## src/rtl/hilo_pkg.sv

```systemverilog
// Shared function codes and FSM state encoding for the HI/LO register block.
package hilo_pkg;

    localparam logic [5:0] MULTU = 6'b011001;
    localparam logic [5:0] MFHI  = 6'b010000;
    localparam logic [5:0] MFLO  = 6'b010010;
    localparam logic [5:0] MTHI  = 6'b010001;
    localparam logic [5:0] MTLO  = 6'b010011;

    typedef enum logic [1:0] {
        IDLE  = 2'd0,
        RUN   = 2'd1,
        LATCH = 2'd2
    } state_t;

endpackage

```

## src/rtl/hilo_register_if.sv

```systemverilog
// Controller/multiplier-facing bus of hilo_register.
// dataIn exists only when HILO_MTHILO_EN is defined.
interface hilo_register_if #(
    parameter int WIDTH = 32
);
    logic [5:0]         Signal;
    logic [2*WIDTH-1:0] mulIn;
`ifdef HILO_MTHILO_EN
    logic [WIDTH-1:0]   dataIn;
`endif
    logic [WIDTH-1:0]   dataOut;
    logic               busy;
    logic               done;

`ifdef HILO_MTHILO_EN
    modport master (output Signal, mulIn, dataIn, input dataOut, busy, done);
    modport slave  (input Signal, mulIn, dataIn, output dataOut, busy, done);
`else
    modport master (output Signal, mulIn, input dataOut, busy, done);
    modport slave  (input Signal, mulIn, output dataOut, busy, done);
`endif

endinterface

```

## src/rtl/hilo_register_mul_iter_counter.sv

```systemverilog
// Saturating iteration counter; terminal is high when the next increment
// reaches the limit, so the FSM can leave RUN on that same edge.
module mul_iter_counter #(
    parameter int CNT_W = 6
) (
    input  logic             clk,
    input  logic             reset,
    input  logic             enable,
    input  logic             clear,
    input  logic [CNT_W-1:0] limit,
    output logic             terminal
);

    logic [CNT_W-1:0] cnt_q;
    logic [CNT_W-1:0] cnt_d;

    always_comb begin
        cnt_d = cnt_q;
        if (clear) begin
            cnt_d = '0;
        end else if (enable && (cnt_q < limit)) begin
            cnt_d = cnt_q + 1'b1;
        end
    end

    always_ff @(posedge clk or negedge reset) begin
        if (!reset) begin
            cnt_q <= '0;
        end else begin
            cnt_q <= cnt_d;
        end
    end

    assign terminal = ({1'b0, cnt_q} + {{CNT_W{1'b0}}, 1'b1}) >= {1'b0, limit};

endmodule

```

## src/rtl/hilo_register.sv

```systemverilog
// HI/LO product capture, MFHI/MFLO read port and multiply stall tracking.
// Optional MTHI/MTLO writes are enabled by defining HILO_MTHILO_EN.
module hilo_register
    import hilo_pkg::*;
#(
    parameter int WIDTH      = 32,
    parameter int MUL_CYCLES = 32
) (
    input  logic          clk,
    input  logic          reset,
    hilo_register_if.slave bus
);

    localparam int CNT_W = $clog2(MUL_CYCLES + 1);

    state_t           state_q, state_d;
    logic             armed_q, armed_d;
    logic [WIDTH-1:0] hi_q, hi_d;
    logic [WIDTH-1:0] lo_q, lo_d;
    logic [WIDTH-1:0] dout_q, dout_d;
    logic             busy_q, busy_d;
    logic             done_q, done_d;

    logic             is_multu;
    logic             start;
    logic             cnt_en;
    logic             cnt_clr;
    logic             cnt_term;

    assign is_multu = (bus.Signal == MULTU);
    assign start    = (state_q == IDLE) && is_multu && armed_q;

    mul_iter_counter #(
        .CNT_W (CNT_W)
    ) u_cnt (
        .clk      (clk),
        .reset    (reset),
        .enable   (cnt_en),
        .clear    (cnt_clr),
        .limit    (CNT_W'(MUL_CYCLES)),
        .terminal (cnt_term)
    );

    always_comb begin
        state_d = state_q;
        hi_d    = hi_q;
        lo_d    = lo_q;
        dout_d  = dout_q;
        cnt_en  = 1'b0;
        cnt_clr = 1'b0;

        // Re-arm on any non-MULTU code so a held MULTU cannot restart.
        armed_d = armed_q;
        if (!is_multu) begin
            armed_d = 1'b1;
        end else if (start) begin
            armed_d = 1'b0;
        end

        case (state_q)
            IDLE: begin
                if (start) begin
                    state_d = RUN;
                    cnt_en  = 1'b1;
                end else begin
                    case (bus.Signal)
                        MFHI: dout_d = hi_q;
                        MFLO: dout_d = lo_q;
`ifdef HILO_MTHILO_EN
                        MTHI: hi_d = bus.dataIn;
                        MTLO: lo_d = bus.dataIn;
`endif
                        default: ;
                    endcase
                end
            end
            RUN: begin
                if (is_multu) begin
                    cnt_en = 1'b1;
                    if (cnt_term) begin
                        state_d = LATCH;
                    end
                end else begin
                    state_d = IDLE;
                    cnt_clr = 1'b1;
                end
            end
            LATCH: begin
                state_d = IDLE;
                cnt_clr = 1'b1;
                hi_d    = bus.mulIn[2*WIDTH-1:WIDTH];
                lo_d    = bus.mulIn[WIDTH-1:0];
            end
            default: begin
                state_d = IDLE;
                cnt_clr = 1'b1;
            end
        endcase

        busy_d = (state_d != IDLE);
        done_d = (state_q == LATCH);
    end

    always_ff @(posedge clk or negedge reset) begin
        if (!reset) begin
            state_q <= IDLE;
            armed_q <= 1'b1;
            hi_q    <= '0;
            lo_q    <= '0;
            dout_q  <= '0;
            busy_q  <= 1'b0;
            done_q  <= 1'b0;
        end else begin
            state_q <= state_d;
            armed_q <= armed_d;
            hi_q    <= hi_d;
            lo_q    <= lo_d;
            dout_q  <= dout_d;
            busy_q  <= busy_d;
            done_q  <= done_d;
        end
    end

    assign bus.dataOut = dout_q;
    assign bus.busy    = busy_q;
    assign bus.done    = done_q;

endmodule

```

## src/flat_wrapper.sv

```systemverilog
// flat-port wrapper written by rule: the top's interface ports become plain ports
module hilo_register_flat import hilo_pkg::*;
#(
    parameter int WIDTH      = 32,
    parameter int MUL_CYCLES = 32
)
  (clk, reset, bus_Signal, bus_mulIn, bus_dataOut, bus_busy, bus_done);
  hilo_register_if #(.WIDTH(WIDTH)) bus_i ();
  input  logic clk;
  input  logic reset;
  input wire logic [$bits(bus_i.Signal)-1:0] bus_Signal;
  input wire logic [$bits(bus_i.mulIn)-1:0] bus_mulIn;
  output wire logic [$bits(bus_i.dataOut)-1:0] bus_dataOut;
  output wire logic [$bits(bus_i.busy)-1:0] bus_busy;
  output wire logic [$bits(bus_i.done)-1:0] bus_done;
  assign bus_i.Signal = bus_Signal;
  assign bus_i.mulIn = bus_mulIn;
  assign bus_dataOut = bus_i.dataOut;
  assign bus_busy = bus_i.busy;
  assign bus_done = bus_i.done;
  hilo_register #(.WIDTH(WIDTH), .MUL_CYCLES(MUL_CYCLES)) u_core (.clk(clk), .reset(reset), .bus(bus_i));
endmodule
```

## config.mk

```make
export PLATFORM = sky130hd
export DESIGN_NAME = hilo_register_flat
export DESIGN_NICKNAME = d
export VERILOG_FILES = /design/src/rtl/hilo_pkg.sv /design/src/rtl/hilo_register_if.sv /design/src/rtl/hilo_register_mul_iter_counter.sv /design/src/rtl/hilo_register.sv /design/src/flat_wrapper.sv
export SDC_FILE = /design/constraint.sdc
export NUM_CORES = 1
export LEC_CHECK = 0
export CAP_MARGIN = 40
export CORE_ASPECT_RATIO = 0.75
export CORE_MARGIN = 1.5
export CORE_UTILIZATION = 53
export CTS_CLUSTER_SIZE = 24
export DETAILED_ROUTE_END_ITERATION = 16
export GPL_TIMING_DRIVEN = 0
export PLACE_DENSITY = 0.85
export REMOVE_ABC_BUFFERS = 1
export SLEW_MARGIN = 0
export SYNTH_ARGS = -nofsm -noshare
export SYNTH_HDL_FRONTEND = slang
export SYNTH_SLANG_ARGS = --single-unit
```

## constraint.sdc

```tcl
create_clock -name clk -period 2.16 [get_ports clk]
set_clock_uncertainty 0.05 [all_clocks]
set_input_delay 0.648 -clock clk [delete_from_list [all_inputs] [get_ports clk]]
set_output_delay 0.648 -clock clk [all_outputs]
set_load 0.03 [all_outputs]
```

==> summary by stage, run 1 <==
Synth
By area the synthesized netlist is led by dfrtp_1, mux2_2, mux2i_1. Of the post-synthesis cell area, the dominant cell type holds 0.609. The mapped netlist covers 4360 sq um. The primary flip-flop cell chosen by synthesis mapping is dfrtp_1. The proportion of synthesized chip area in sequential cells is 0.615. Counting flops with an async set or reset pin after synthesis yields a share of 1.00.

The largest total area in the synthesized netlist belongs to dfrtp_1. The Yosys step of the flow raised 0 warnings. The synthesized instance count is 325.

In this run the mean area of a mapped cell was 13.4 sq um. Counting distinct cell types in the post-synthesis netlist gives 32. The commonest cells after synthesis are dfrtp_1, mux2_2, mux2i_1, nand2_1, o21ai_0. The number of register bits inferred by synthesis is 107. Counting flops with a built-in enable in the synthesized netlist gives 0. The most numerous cell in the Yosys netlist is dfrtp_1.

Worst setup path
The worst register-to-register path has a setup slack of 440 ps. The worst setup path is launched from a register. The source of the critical timing path is u_core.bus.dataOut[2].

The start of the worst register-to-register path is u_core.state_q[0]. The count of buffer and inverter cells on the critical path is 1. The type of the setup path with the least slack is reg -> out. The top cell family by delay on the critical path is buffers and inverters. The worst setup path is captured at an output pin.

The arrival time of the worst setup path is 1410 ps. Of all nets on the critical path, the largest fanout is 2. The number of cells traversed by the worst register-to-register path is 4.

The endpoint identified for the worst register-to-register timing path is u_core.bus.dataOut[17]. The largest single stage delay on the critical path is 680 ps. The slowest library cell on the worst path is clkdlybuf4s50_1. The critical path goes through clkdlybuf4s50_1.

The critical path ends at bus_dataOut[2]. For the worst setup path, the data required time is 1460 ps. The depth of the critical timing path with buffers and inverters included is 1.

Clock tree
CTS placed an instance of clkbuf_8 at the clock tree root. The maximum root-to-sink buffer count is 2. The number of setup buffers added after CTS is 0. The later pin in the worst-skew pair is clocked with a latency of 370 ps.

The clock tree from TritonCTS is built. The post-CTS clock slew at the launch and capture registers of the worst setup and hold paths is 100 ps. The number of clock sinks seen by CTS is 107. The deepest level of the CTS H-tree is 3. Counting the buffers created by CTS gives 9.

Cells and area
The area of all placed cells without fillers is 5840 sq um. Measured on the finished design, the core utilization comes to 0.738. The fraction of final layout cells sized beyond drive strength 1 is 0.224.

The synthesis-to-finish area growth is 34.0%. The repair_antennas step left the layout with diodes totalling 0. The number of nets at the end of the flow is 501.

Timing
Derived from the worst setup path, the maximum achievable clock frequency is 474 MHz. The total count of max-transition violations in the final report is 0. The final hold violation count came to 0.

The worst-case setup margin in the final layout is 48.2 ps. The final critical-path share of the clock period is 0.978. Setup repair after global routing left no endpoint under its margin. For the pin with the worst max-slew slack, the measured transition is 603 ps. The number of setup violations in the final report is 0. The worst max-slew margin expressed relative to the limit is 0.598. Counting I/O delays and the setup requirement, the final critical path takes 2110 ps.

Global routing
The first global-routing pass estimated 14100 um of wire. Global routing finished with a remaining overflow of 0. The most used routing layer is met2. Entering global routing, the biggest net connects 69 pins. The total global routing track utilization is 0.213.

For this run, global-route usage on met1 was measured as 0.270. The number of antenna violations at the first check in global routing is 0. The met2 routing resource usage after global routing is 0.356. For this run, global-route usage on met3 was measured as 0.0833. The via count of the first global-routing pass came to 2931.

Pwr
In this run the power density over the cells is 606 nW/um^2. The leakage power of the design is 2.99 nW. The worst IR drop on VDD is 0.000360 V.

The relative contribution of combinational cells to total power is 0.081. Power comes to 3.54 mW. Summed over all nets, the switching power comes to 0.799 mW.

The fraction of power consumed by the clock network is 0.341. The switching share of total power is 0.226. The share of power burned in registers is 0.578. The internal power of the cells totals 2.74 mW.

Die
The number of placement rows is 28. The total die area is 8780 sq um. For this design the top-level I/O count stands at 106. The starting density of the core is 0.550. The area of the core is 7920 sq um.

From left edge to right edge, the die measures 108 um. The die extent in y is 81.5 um.

Min path
The class of the tightest hold or removal check is in -> async.

Outcome
The flow ran to the end, and the final reports show no timing, DRC or antenna violations.

Detailed routing
For this block, the routed nets add up to 8680 um of wire. The initial DRC count is 86. After detailed routing, the average wire length per cell comes to 16.1 um. The first detailed-routing pass took 6 iterations. The DRC violation count after routing is 0. Across all layers, the routed design uses 2845 vias. The via density per instance is 5.29. The detail route stage leaves a number of antenna-violating nets equal to 0.

Place
The routability congestion estimate from global placement is 0.752. The worst-case setup slack after placement is -559 ps. The placed wire-length estimate after detailed placement is 6030 um. After detailed placement, the total cell area comes to 5580 sq um. In this run the tool buffered the top-level ports with 105 buffer cells.

Run
The max capacitance violation total is 0.
-- state kept, by name (all words and copies together) (netlist names) --
name,cells
u_core.bus.dataOut,32
u_core.hi_q,32
u_core.lo_q,32
u_core.u_cnt.cnt_q,6
u_core.state_q,2
u_core.armed_q,1
u_core.bus.busy,1
u_core.bus.done,1
-- metrics by stage --
step / setup TNS, ps / cells / hold slack [ps]
global placement: -628860 / 516 / 411
CTS: 0 / 538 / 209
finish: 0 / 538 / 188
floorplan: -124860 / 306 / 302
detailed placement: -16660 / 521 / 420
global route: 0 / 538 / 222
-- worst min path at each step --
stage | startpoint | end | slack (ps) | cells after the start
floorplan | reset | u_core.bus.busy | 300 | 0
global placement | u_core.bus.dataOut[9] | u_core.bus.dataOut[9] | 410 | 2
detailed placement | u_core.bus.dataOut[22] | u_core.bus.dataOut[22] | 420 | 2
CTS | reset | u_core.bus.dataOut[20] | 210 | 1
global route | reset | u_core.bus.dataOut[20] | 220 | 1
finish | reset | u_core.bus.dataOut[20] | 190 | 1
-- placed cells by master, fill, tap and decap left out, types with 2 or more instances in the layout --
cell / count
nand2_1: 33
nor4_1: 2
buf_12: 3
clkbuf_1: 2
o21ai_0: 33
mux2_2: 64
mux2i_1: 33
nor2_1: 6
dlymetal6s2s_1: 16
clkinvlp_4: 3
clkdlybuf4s50_1: 87
nor3_1: 2
xnor2_1: 3
dfrtp_1: 106
nand3_1: 2
clkbuf_8: 9
buf_16: 2
-- power groups by stage --
stage / registers (mW) / logic, mW / clock network, mW
after global placement: 2.08 / 0.272 / 0
final: 2.04 / 0.287 / 1.21
after floorplan: 2.09 / 0.0537 / 0
after global routing: 2.05 / 0.316 / 1.31
after detailed placement: 2.08 / 0.286 / 0
after CTS: 2.05 / 0.292 / 1.24
-- repair_timing --
| item | in CTS | in global routing |
|---|---|---|
| gates cloned | 1 | 0 |
| gates resized for setup | 3 | 17 |
| hold buffers | 0 | 0 |
| endpoints found under the setup margin | 21 | 24 |
| hold endpoints to repair | 0 | 0 |
-- cells by family after synthesis --
family / share of synthesized area
buffers and inverters: 0.0198
AND/OR/NAND/NOR: 0.0623
AO/OA/AOI/OAI: 0.0531
flip-flops: 0.615
adder cells (fa/ha/maj): 0.00287
XOR/XNOR: 0.00603
multiplexers: 0.241
-- area by class of cell --
class / count / area [sq um]
flip-flops and latches: 107 / 2680
fillers: 558 / 2080
multi-input cells: 199 / 1630
repair buffers: 110 / 1200
clock buffers: 11 / 131
well taps: 105 / 131
clock inverters: 5 / 61.3
inverters: 1 / 3.75
-- routing by layer --
layer,up-vias,share of wire
li1,1339,-
met1,1408,0.43
met2,88,0.48
met3,10,0.074
met4,0,0.0090
met5,-,0
No activity file was read; power rests on OpenSTA's default activity.
==> run 2: changes to the inputs <==
CAP_MARGIN = unset   (was 40)
==> run 2 against run 1 <==
Net effect:
- register-to-register slack lost 190 ps
- critical path type unchanged
- worst hold slack about the same
- global-route usage shrank 0.49 points
- via count down 0.49%
- sequential cell count unchanged
- sequential power hardly changed
- critical path depth unchanged
==> summary by stage, run 2 (same netlist as run 1, synthesis figures left out) <==
Detailed routing
The via density per instance is 5.27 (-0.31%). The number of antenna-violating nets in the routed design is 0 (unchanged). The DRC violation count after routing is 0 (unchanged). The wire length reported by the detailed router is 8810 um (+1.5%). The average wire length per cell after detail routing came to 16.4 um (+1.7%). The initial DRC count came to 51 (-41%). The total via count after detailed routing is 2831 (-0.49%). The number of iterations in the first detailed-routing pass is 4 (-2).

Global routing
In this run the most used layer during global routing was met2. The number of antenna violations at the first check in global routing was 0 (unchanged). The met1 routing resource usage after global routing is 0.261 (-0.00824). The via count of the first global-routing pass was 2899 (-1.1%).

The total global routing track utilization is 0.208 (-0.00486). The met3 layer usage reported by global route is 0.0873 (+0.00397). The wire length of the first global-routing pass is 13900 um (-1.7%).

The largest net degree at the start of global routing is 69 (unchanged). The total congestion overflow is 0 (unchanged). The met2 routing resource usage after global routing is 0.342 (-0.0140).

Pwr
The total power density per cell area is 606 nW/um^2 (+0.11%). The switching share of total power came to 0.227 (+0.00110). The worst IR drop on VDD is 0.000433 V (+20%). The leakage power of the design is 3.04 nW (+1.7%). The relative contribution of combinational cells to total power was 0.081 (about the same). The internal power contribution is 2.73 mW (-0.12%).

The share of power burned in registers was 0.578 (about the same). The net switching power figure is 0.803 mW (+0.51%). The fraction of power consumed by the clock network is 0.341 (about the same). The sum of internal, switching and leakage power came to 3.54 mW (about the same).

Timing
Setup repair after global routing left no endpoint under its margin. The final hold violation count is 0 (unchanged). The final critical-path share of the clock period was 0.976 (-0.00164). The worst max-slew margin expressed relative to the limit came to 0.412 (-0.186). The post-route minimum period is 2110 ps (-3.54 ps). The number of setup violations in the final report came to 0 (unchanged). The measured slew at the worst slew-check pin is 878 ps (+274 ps). The minimum hold slack was 189 ps (+0.391 ps). The total negative setup slack is 0 ps (unchanged). The highest clock frequency the design can meet is 474 MHz (+0.17%). The worst-case setup margin in the final layout is 51.8 ps (+3.54 ps). The total count of max-transition violations in the final report was 0 (unchanged).

Die
The total die area is 8780 sq um (unchanged). The boundary pin count came to 106 (unchanged). The area of the core is 7920 sq um (unchanged). The number of placement rows is 28 (unchanged). The overall die width was 108 um (unchanged). The die extent in y is 81.5 um (unchanged). The starting density of the core is 0.550 (unchanged).

Cells and area
The area of all placed cells without fillers was 5830 sq um (about the same). The final non-filler cell total came to 537 (-0.19%). The synthesis-to-finish area growth was 33.9% (about the same). The layout filler cell count is 542 (-2.9%). In the layout the commonest cells are dfrtp_1, clkdlybuf4s50_1, mux2_2. The sequential cell area in the final layout is 2680 sq um (unchanged). The final standard cell utilization of the core is 0.737 (about the same). The library cell used most frequently in the layout, excluding fill and tap cells, is dfrtp_1. The fraction of final layout cells sized beyond drive strength 1 is 0.225 (+0.000519). The number of nets at the end of the flow is 501 (unchanged). The multi-input combinational cell area came to 1640 sq um (+0.54%).

The antenna diode count is 0 (unchanged).

Worst setup path
STA classifies the critical path startpoint as a register. The most critical setup path has its startpoint at u_core.bus.dataOut[2]. The count of buffer and inverter cells on the critical path was 1 (unchanged).

The highest fanout seen on the critical path is 2 (unchanged). STA classifies the critical path endpoint as an output pin. The arrival time of the worst setup path came to 1410 ps (about the same). Among all stages on the critical path, the largest delay is contributed by clkdlybuf4s50_1. The startpoint identified for the worst register-to-register timing path is u_core.state_q[1]. Among cell families on the critical path, the largest total delay comes from buffers and inverters. The termination of the worst setup path is bus_dataOut[2]. The reg-to-reg setup timing slack is 250 ps (-190 ps). The required arrival time at the worst endpoint is 1460 ps (about the same). The number of cells traversed by the worst register-to-register path is 3 (-1). The setup path with the least slack is of type reg -> out. The signal on the critical path passes through clkdlybuf4s50_1.

The depth of the critical timing path with buffers and inverters included is 1 (unchanged). The reg-to-reg critical path endpoint is u_core.hi_q[28]. The largest stage delay on the critical path was 680 ps (about the same).

Place
The number of port buffers is 105 (unchanged). The routability congestion estimate from global placement was 0.752 (unchanged). The post-placement cell area is 5560 sq um (-0.36%). The worst-case setup slack after placement is -540 ps (+18.9 ps). The total placed cells including tap cells is 520 (-0.19%). The placed wire-length estimate after detailed placement is 6020 um (-0.12%).

Clock tree
The quantity of hold-fixing buffers added after cts was 0 (unchanged). The number of CTS-inserted buffers is 9 (unchanged). The number of clock sinks seen by CTS is 107 (unchanged).

The deepest level of the CTS H-tree is 3 (unchanged). The maximum root-to-sink buffer count is 2 (unchanged). The post-CTS clock slew at the launch and capture registers of the worst setup and hold paths is 100 ps (about the same). The clock tree from TritonCTS is built. The number of setup buffers added after CTS came to 0 (unchanged). The latest clock arrival within the worst-skew pair is 370 ps (about the same). The tree is rooted in a clkbuf_8.

Run
The max capacitance violation total came to 0 (unchanged).

Min path
The class of the tightest hold or removal check is in -> async.

Outcome
The run finished with clean final reports.
[run 2: cell types whose count changed in the layout (fill, tap and decap cells not counted), sizes merged]
cell	before	now
dlymetal6s2s	16	19
clkdlybuf4s50	87	84
buf	7	6
clkbuf	11	10
nor2b	1	2
[run 2: worst min-delay path by stage]
stage | startpoint | end | slack, ps | cells after the start
finish | reset | u_core.bus.dataOut[20] | 190 | 1
floorplan | reset | u_core.bus.busy | 300 | 0
global route | reset | u_core.bus.dataOut[20] | 220 | 1
CTS | reset | u_core.bus.dataOut[20] | 200 | 1
global placement | u_core.bus.dataOut[9] | u_core.bus.dataOut[9] | 410 | 2
detailed placement | u_core.bus.dataOut[18] | u_core.bus.dataOut[18] | 420 | 2
[run 2: timing repair]
action,4_1_cts,5_1_grt
setup endpoints to repair,21,61
endpoints found under the hold margin,0,0
cloned,0,2
pin swaps,0,0
gates resized for setup,1,22
[run 2: cell type report]
| cell class | instances | area share |
|---|---|---|
| inverters | 1 | 0.000643 |
| multi-input cells | 200 | 0.282 |
| clock buffers | 10 | 0.0219 |
| flip-flops and latches | 107 | 0.459 |
| well taps | 105 | 0.0225 |
| clock inverters | 5 | 0.0109 |
| repair buffers | 109 | 0.203 |
[run 2: layer usage]
layer | routed length, um | vias to the layer above
li1 | - | 1343
met1 | 3850 | 1398
met5 | 0 | -
met3 | 654 | 10
met4 | 98 | 0
met2 | 4210 | 80
[run 2: power groups by stage]
stage | registers (mW) | logic (mW) | clock network (mW)
final | 2.04 | 0.287 | 1.21
after global routing | 2.05 | 0.315 | 1.31
after CTS | 2.05 | 0.288 | 1.25
after detailed placement | 2.08 | 0.285 | 0
after global placement | 2.08 | 0.272 | 0
after floorplan | 2.09 | 0.0537 | 0
==> run 3: changes to the inputs <==
CTS_CLUSTER_SIZE = unset   (was 24)
==> results of run 3 <==
Same layout as run 2: the final DEF is identical, and so are final timing and power.
